$ cat src/rtl/br_enc_bin2onehot_flow_if.sv
// Push/pop bus for the flow-controlled binary-to-onehot encoder.
// Handshake: a beat transfers on any cycle where valid && ready are both
// high; once valid rises it stays high with a stable payload until that
// transfer, and ready may depend on the downstream ready but never on valid.
interface br_enc_bin2onehot_flow_if #(
  parameter int NumValues = 2,
  parameter int NumLanes  = 1
);
  localparam int BinWidth = $clog2(NumValues);

  logic                              push_valid;
  logic                              push_ready;
  logic [NumLanes-1:0]               push_lane_valid;
  logic [NumLanes*BinWidth-1:0]      push_bin;
  logic                              pop_valid;
  logic                              pop_ready;
  logic [NumLanes*NumValues-1:0]     pop_onehot;
  logic [NumValues-1:0]              pop_merged;
  logic [NumLanes-1:0]               pop_oor;

  // Producer/consumer side (drives push payload and pop_ready).
  modport master (
    output push_valid, push_lane_valid, push_bin, pop_ready,
    input  push_ready, pop_valid, pop_onehot, pop_merged, pop_oor
  );

  // Encoder side.
  modport slave (
    input  push_valid, push_lane_valid, push_bin, pop_ready,
    output push_ready, pop_valid, pop_onehot, pop_merged, pop_oor
  );
endinterface

$ cat src/rtl/br_enc_bin2onehot_flow.sv
// Multi-lane binary-to-onehot encoder with one registered ready/valid stage,
// per-lane out-of-range flags, a cross-lane OR-merged vector and a
// saturating count of beats that carried any out-of-range lane.
module br_enc_bin2onehot_flow #(
  parameter int NumValues     = 2,
  parameter int NumLanes      = 1,
  parameter int ErrCountWidth = 8
) (
  input  logic                     clk,
  input  logic                     rst,
  br_enc_bin2onehot_flow_if.slave  bus,
  input  logic                     err_clear,
  output logic [ErrCountWidth-1:0] err_count
);
  localparam int BinWidth = $clog2(NumValues);
  localparam bit IsPow2   = (NumValues == (1 << BinWidth));
  localparam logic [ErrCountWidth-1:0] ErrMax = '1;

  logic [NumLanes-1:0]           in_range;
  logic [NumLanes*NumValues-1:0] onehot_d;
  logic [NumValues-1:0]          merged_d;
  logic [NumLanes-1:0]           oor_d;
  logic                          any_oor;
  logic                          push_ready_c;
  logic                          push_fire;

  logic                          pop_valid_q;
  logic [NumLanes*NumValues-1:0] pop_onehot_q;
  logic [NumValues-1:0]          pop_merged_q;
  logic [NumLanes-1:0]           pop_oor_q;
  logic [ErrCountWidth-1:0]      err_count_q;

  // Range check: with a power-of-2 value count every index is legal, so the
  // comparator is not built at all.
  if (IsPow2) begin : g_pow2
    assign in_range = '1;
  end else begin : g_npow2
    // Per-lane index-below-NumValues compare.
    always_comb begin
      in_range = '0;
      for (int i = 0; i < NumLanes; i++) begin
        in_range[i] = bus.push_bin[i*BinWidth +: BinWidth] < BinWidth'(NumValues);
      end
    end
  end

  // Decode every lane and OR the lanes together ahead of the register.
  always_comb begin
    logic [BinWidth-1:0] lane_bin;
    lane_bin = '0;
    onehot_d = '0;
    merged_d = '0;
    oor_d    = '0;
    for (int i = 0; i < NumLanes; i++) begin
      lane_bin = bus.push_bin[i*BinWidth +: BinWidth];
      if (bus.push_lane_valid[i]) begin
        if (in_range[i]) begin
          for (int v = 0; v < NumValues; v++) begin
            if (lane_bin == BinWidth'(v)) begin
              onehot_d[i*NumValues + v] = 1'b1;
            end
          end
        end else begin
          oor_d[i] = 1'b1;
        end
      end
    end
    for (int i = 0; i < NumLanes; i++) begin
      merged_d = merged_d | onehot_d[i*NumValues +: NumValues];
    end
  end

  assign any_oor      = |oor_d;
  assign push_ready_c = !pop_valid_q || bus.pop_ready;
  assign push_fire    = bus.push_valid && push_ready_c;

  // Pipeline stage: load on accept (also when popping the same cycle),
  // drop valid on a pop with no replacement, otherwise hold.
  always_ff @(posedge clk) begin
    if (rst) begin
      pop_valid_q  <= 1'b0;
      pop_onehot_q <= '0;
      pop_merged_q <= '0;
      pop_oor_q    <= '0;
    end else if (push_fire) begin
      pop_valid_q  <= 1'b1;
      pop_onehot_q <= onehot_d;
      pop_merged_q <= merged_d;
      pop_oor_q    <= oor_d;
    end else if (bus.pop_ready) begin
      pop_valid_q  <= 1'b0;
    end
  end

  // Saturating error-beat counter; clear wins but still counts a
  // coincident erroring beat.
  always_ff @(posedge clk) begin
    if (rst) begin
      err_count_q <= '0;
    end else if (err_clear) begin
      err_count_q <= (push_fire && any_oor) ? ErrCountWidth'(1) : '0;
    end else if (push_fire && any_oor && (err_count_q != ErrMax)) begin
      err_count_q <= err_count_q + ErrCountWidth'(1);
    end
  end

  assign bus.push_ready = push_ready_c;
  assign bus.pop_valid  = pop_valid_q;
  assign bus.pop_onehot = pop_onehot_q;
  assign bus.pop_merged = pop_merged_q;
  assign bus.pop_oor    = pop_oor_q;
  assign err_count      = err_count_q;

`ifndef SYNTHESIS
  a_params: assert property (@(posedge clk)
    (NumValues >= 2) && (NumLanes >= 1) && (ErrCountWidth >= 1));

  a_push_hold: assert property (@(posedge clk) disable iff (rst)
    bus.push_valid && !push_ready_c |=>
      bus.push_valid && $stable(bus.push_lane_valid) && $stable(bus.push_bin));

  a_no_x: assert property (@(posedge clk) disable iff (rst)
    !$isunknown(bus.push_valid) && !$isunknown(bus.pop_ready));

  a_merged: assert property (@(posedge clk) disable iff (rst)
    pop_merged_q == (pop_merged_q | '0) &&
    ((pop_valid_q == 1'b0) || (pop_merged_q != '0) == (pop_onehot_q != '0)));

  a_pop_stable: assert property (@(posedge clk) disable iff (rst)
    pop_valid_q && !bus.pop_ready |=>
      pop_valid_q && $stable(pop_onehot_q) && $stable(pop_merged_q) &&
      $stable(pop_oor_q));

  a_err_monotonic: assert property (@(posedge clk)
    !rst && !err_clear |=> rst || (err_count_q >= $past(err_count_q)));

  for (genvar gi = 0; gi < NumLanes; gi++) begin : g_lane_chk
    a_lane_onehot0: assert property (@(posedge clk) disable iff (rst)
      $onehot0(pop_onehot_q[gi*NumValues +: NumValues]));
    a_lane_nonzero: assert property (@(posedge clk) disable iff (rst)
      (|onehot_d[gi*NumValues +: NumValues]) ==
        (bus.push_lane_valid[gi] && !oor_d[gi]));
    a_lane_in_merge: assert property (@(posedge clk) disable iff (rst)
      (pop_onehot_q[gi*NumValues +: NumValues] & ~pop_merged_q) == '0);
  end
`endif

endmodule
$ cat src/flat_wrapper.sv
// flat-port wrapper written by rule: the top's interface ports become plain ports
module br_enc_bin2onehot_flow_flat 
#(
  parameter int NumValues     = 2,
  parameter int NumLanes      = 1,
  parameter int ErrCountWidth = 8
)
  (clk, rst, err_clear, err_count, bus_push_valid, bus_push_lane_valid, bus_push_bin, bus_pop_ready, bus_push_ready, bus_pop_valid, bus_pop_onehot, bus_pop_merged, bus_pop_oor);
  br_enc_bin2onehot_flow_if #(.NumValues(NumValues), .NumLanes(NumLanes)) bus_i ();
  input  logic clk;
  input  logic rst;
  input  logic err_clear;
  output logic [ErrCountWidth-1:0] err_count;
  input wire logic [$bits(bus_i.push_valid)-1:0] bus_push_valid;
  input wire logic [$bits(bus_i.push_lane_valid)-1:0] bus_push_lane_valid;
  input wire logic [$bits(bus_i.push_bin)-1:0] bus_push_bin;
  input wire logic [$bits(bus_i.pop_ready)-1:0] bus_pop_ready;
  output wire logic [$bits(bus_i.push_ready)-1:0] bus_push_ready;
  output wire logic [$bits(bus_i.pop_valid)-1:0] bus_pop_valid;
  output wire logic [$bits(bus_i.pop_onehot)-1:0] bus_pop_onehot;
  output wire logic [$bits(bus_i.pop_merged)-1:0] bus_pop_merged;
  output wire logic [$bits(bus_i.pop_oor)-1:0] bus_pop_oor;
  assign bus_i.push_valid = bus_push_valid;
  assign bus_i.push_lane_valid = bus_push_lane_valid;
  assign bus_i.push_bin = bus_push_bin;
  assign bus_i.pop_ready = bus_pop_ready;
  assign bus_push_ready = bus_i.push_ready;
  assign bus_pop_valid = bus_i.pop_valid;
  assign bus_pop_onehot = bus_i.pop_onehot;
  assign bus_pop_merged = bus_i.pop_merged;
  assign bus_pop_oor = bus_i.pop_oor;
  br_enc_bin2onehot_flow #(.NumValues(NumValues), .NumLanes(NumLanes), .ErrCountWidth(ErrCountWidth)) u_core (.clk(clk), .rst(rst), .bus(bus_i), .err_clear(err_clear), .err_count(err_count));
endmodule
$ cat config.mk
export PLATFORM = sky130hd
export DESIGN_NAME = br_enc_bin2onehot_flow_flat
export DESIGN_NICKNAME = d
export VERILOG_FILES = /design/src/rtl/br_enc_bin2onehot_flow_if.sv /design/src/rtl/br_enc_bin2onehot_flow.sv /design/src/flat_wrapper.sv
export SDC_FILE = /design/constraint.sdc
export NUM_CORES = 1
export LEC_CHECK = 0
export CORE_AREA = 2 2 39 41
export DETAILED_ROUTE_END_ITERATION = 6
export DIE_AREA = 0 0 41 43
export SLEW_MARGIN = 10
export SYNTH_ARGS = -nofsm -noshare
export SYNTH_HDL_FRONTEND = slang
export SYNTH_SLANG_ARGS = --single-unit
$ cat constraint.sdc
create_clock -name clk -period 0.8 [get_ports clk]
set_input_delay 0.12 -clock clk [delete_from_list [all_inputs] [get_ports clk]]
set_output_delay 0.12 -clock clk [all_outputs]
set_load 0.05 [all_outputs]
# --- Word level (Yosys, flattened, before mapping) ---
# Cells that the tools add are included.
word_totals:
  out_inout_bits: 15
  input_bits: 7
  wordCells: 11
  ff_bits: 3
classes:
  muxes: 5
  n_reduce_logical: 4
ops:
  columns: ["cell", "count"]
  rows:
  - ["1-bit two-way mux", 4]
  - ["2-bit two-way mux", 1]
  - ["2-bit nonzero test", 1]
  - ["1-bit logical AND", 1]
  - ["1-bit zero test", 1]
  - ["1-bit logical OR", 1]

# --- Depth between registers and ports, before layout ---
logic_depth:
  word_depth: 4
  ltp_mapped: 4
  ltp_nobuf: 4

# --- Worst setup path before layout ---
# OpenSTA, ideal clock, no wires.
synth_timing:
  kind: "reg-to-reg"
  start: "reg u_core.pop_valid_q, in the netlist u_core.bus.pop_valid"
  end: "reg u_core.pop_onehot_q[0], in the netlist u_core.bus.pop_onehot[0]"
  stages_incl_launch_ff: 5
  t_required_ns: 0.678
  n_path_buf: 0
  arrival_ns: 1.169
  setup_time_ns: 0.122
  setup_slack_ns: -0.491
  synth_period_minus_slack_ns: 1.291
  path_cell_list: "dfxtp_1 nor2b_4 inv_2 nand4b_1 a21oi_1"
synth_between:
  elab_chain_len: 3
synth_rtl:
  columns: ["item", "line_no", "rtl"]
  rows:
  - ["start, declared", "br_enc_bin2onehot_flow.sv:27", "logic pop_valid_q;"]
  - ["start signal, assigned", "br_enc_bin2onehot_flow.sv:81", "pop_valid_q <= 1'b0;"]
  - ["start signal, assigned", "br_enc_bin2onehot_flow.sv:86", "pop_valid_q <= 1'b1;"]
  - ["start signal, assigned", "br_enc_bin2onehot_flow.sv:91", "pop_valid_q <= 1'b0;"]
  - ["1-bit zero test", "br_enc_bin2onehot_flow.sv:74", "assign push_ready_c = !pop_valid_q || bus.pop_ready;"]
  - ["1-bit logical OR", "br_enc_bin2onehot_flow.sv:74", null]
  - ["via bus_push_ready", "flat_wrapper.sv:18", "output wire logic [$bits(bus_i.push_ready)-1:0] bus_push_ready;"]
  - ["1-bit logical AND", "br_enc_bin2onehot_flow.sv:75", "assign push_fire = bus.push_valid && push_ready_c;"]
  - ["end signal, assigned", "br_enc_bin2onehot_flow.sv:87", "pop_onehot_q <= onehot_d;"]
  - ["end, declared", "br_enc_bin2onehot_flow.sv:28", "logic [NumLanes*NumValues-1:0] pop_onehot_q;"]
# The timed path passes the listed nets, and every way through them passes these cells.
# A chain may end at the register's enable or synchronous reset.

# --- Worst setup path after layout ---
layout_timing:
  start: "in bus_pop_ready"
  end: "out bus_push_ready"
layout_between:
  elab_chain_len: 1
layout_rtl:
  columns: ["item", "line_no", "rtl"]
  rows:
  - ["start, declared", "flat_wrapper.sv:17", "input wire logic [$bits(bus_i.pop_ready)-1:0] bus_pop_ready;"]
  - ["1-bit logical OR", "br_enc_bin2onehot_flow.sv:74", null]
  - ["end, declared", "flat_wrapper.sv:18", null]
# Every way passes these cells.

==> metrics.txt <==
unrepaired setup endpoints after global routing true; failing checks setup timing; post-layout net count 49; VDD IR max about 0.00041 V; Worst EP required 0.68 ns; Clock Sinks 3; CP Buf/Inv Count 3; Total Routing Usage GR ~5.4%; EDFF count, synth 0; Routed Antenna Nets 0; critical setup path kind in -> out; crit-path max FO 2; P&R area growth vs syn 105%; area of the multi-input gates around 95 um^2; Placed Instances between 50 and 60; Yosys top cell area share approximately 40%; Worst Hold Class in -> reg; clk buf depth 2; Core ar. 0.00138 mm^2; number of distinct library cells after synthesis 10; vias between 150 and 200; DRT Wirelength around 350 um; post-route clock skew about 0.0026 ns; Post-synth ARST share 0%; Crit. End Element output port; CTS tree yes; Storage cell area between 70 and 80 um^2; initial antenna violation count 0; worst skew pair latency about 0.23 ns; count leader, synth buf_4; Final Max Slew Viols 0; cts hold-fix bufs 0; crit path DAT 0.91 ns; pwr/cell area ~1600 mW/mm^2; Cells after Synth 25; Hold Fails Final Rpt 0; Yosys top cell by area buf_4; H-tree Lvls 1; largest net degree at the start of global routing 4; die width between 40 and 50 um; DR iter-0 viols 0; Tcrit/Tclk final 129%; Detailed Place HPWL a little under 300 um; chip height about 43 um; ranking of synthesized cells by area buf_4 40%, dfxtp_1 29%, a21oi_1 7.2%, nor2b_4 6.6%, o21ai_0 4.8%; RD Place Congestion around 0.57; diode count 0; DRC viols 0; Syn Area/Cell approximately 8.3 um^2; TritonCTS Buffers 3; CP top delay family buffers and inverters; status finished, violations left; Leak between 0.00015 and 0.0002 uW; number of fill cells 155; clock-pin slew on the worst setup and hold paths 0.04 ns; final core utilization 30.7%; Via density 3.25; Synth Warn # 0; number of global-route vias before repair approximately 160; CP peak stage delay around 0.44 ns; Post-synth top cells 11 x buf_4, 3 x a21oi_1, 3 x dfxtp_1, 2 x o21ai_0; row count 14; Initial DRT Pass Iterations 1; CP startpoint kind input pin; Avg WL per Cell roughly 6.1 um; post-synthesis cell area a little over 200 um^2; initial core utilization between 15 and 20%; Worst Setup Slack, final -0.232 ns; non-filler cells, final 57; fmax 0.969 GHz; root buffer cell clkbuf_4; synthesized flop and latch total 3; first-pass GRT wire length 558 um; post-route minimum period 1.03 ns; total grt overflow 0; die area 0.00176 mm^2; max cap viols 0; # setup viols final 9; share of layout cells above drive strength 1 48.8%; worst path cell trace clkdlybuf4s50_1, nor2b_4, inv_6, buf_12; Synth Flop Type dfxtp_1; Seq/Total Area, Yosys roughly 29%; critical path's slowest cell clkdlybuf4s50_1; # IOs 22; PortBufs 11
-- tightest hold or removal path, cell delays in order --
cell and delay, ns:
clkdlybuf4s50_1 0.41, nand4_1 0.09, a21oi_1 0.06
-- cell type report --
cell class / instances / share of cell area, %
inverters: 2 / 2.94
flip-flops and latches: 3 / 16.8
multi-input cells: 17 / 22.4
clock buffers: 4 / 6.18
well taps: 16 / 4.71
repair buffers: 15 / 47.1
-- final timing paths --
path                            cells past startpoint                                     to                                   from  slack (ns)
worst min-delay path                                3  u_core.bus.pop_onehot[1]$_SDFFE_PP0P_                           bus_push_bin        0.50
worst max-delay path                                4                         bus_push_ready                          bus_pop_ready       -0.23
worst max register to register                      5  u_core.bus.pop_onehot[0]$_SDFFE_PP0P_      u_core.bus.pop_valid$_SDFFE_PP0P_       -0.14
worst min register to register                      2  u_core.bus.pop_onehot[1]$_SDFFE_PP0P_  u_core.bus.pop_onehot[1]$_SDFFE_PP0P_        0.54
-- cells in the final DEF (no fill, tap or decap), drive strengths merged --
cell / instances
clkdlybuf4s50: 5
buf: 10
o21ai: 2
inv: 2
nor2b: 1
clkbuf: 4
nand4: 1
a21oi: 3
conb: 9
nand4b: 1
dfxtp: 3
-- routing by layer --
layer  up-vias  GRT usage [%]  part of all wire, %
li1         95              -                    -
met1        74           5.75                   36
met2        14           5.63                   47
met3         2           1.57                   11
met4         0           10.0                  5.8
met5         -              0                    0
-- state kept, by name (all words and copies together), names as in the netlist --
name	count
u_core.bus.pop_onehot	2
u_core.bus.pop_valid	1
-- cells by family (layout without fill, tap and decap cells) --
family,Yosys count,after routing,share of synthesized area (%)
simple gates,3,3,13.9
other cells,1,9,1.81
compound gates,5,5,12.0
flops,3,3,28.9
buf+inv,13,21,43.4
-- through the flow --
step                total power, uW  hold slack [ns]  setup slack, ns  instance area [um^2]  setup TNS (ns)
CTS                             703            0.483           -0.251                   418           -1.02
detailed placement              419            0.530           -0.278                   377           -1.02
finish                          687            0.495           -0.232                   425          -0.896
global placement                418            0.521           -0.266                   377          -0.985
floorplan                       358            0.179           -0.178                   254          -0.500
global route                    736            0.521           -0.275                   425           -1.25
-- report_power, final --
group          switching [uW]  total (uW)  leakage, uW  internal [uW]
sequential               8.11         161    0.0000267            153
clock                    74.1         261    0.0000150            187
combinational             170         265     0.000142           95.4
-- what timing repair did --
item                                    in CTS  in global routing
resized for setup                            1                  2
setup buffers                                2                  0
endpoints found under the hold margin        0                  0
endpoints found under the setup margin       8                  9
Power figures use the tool's default switching activity.
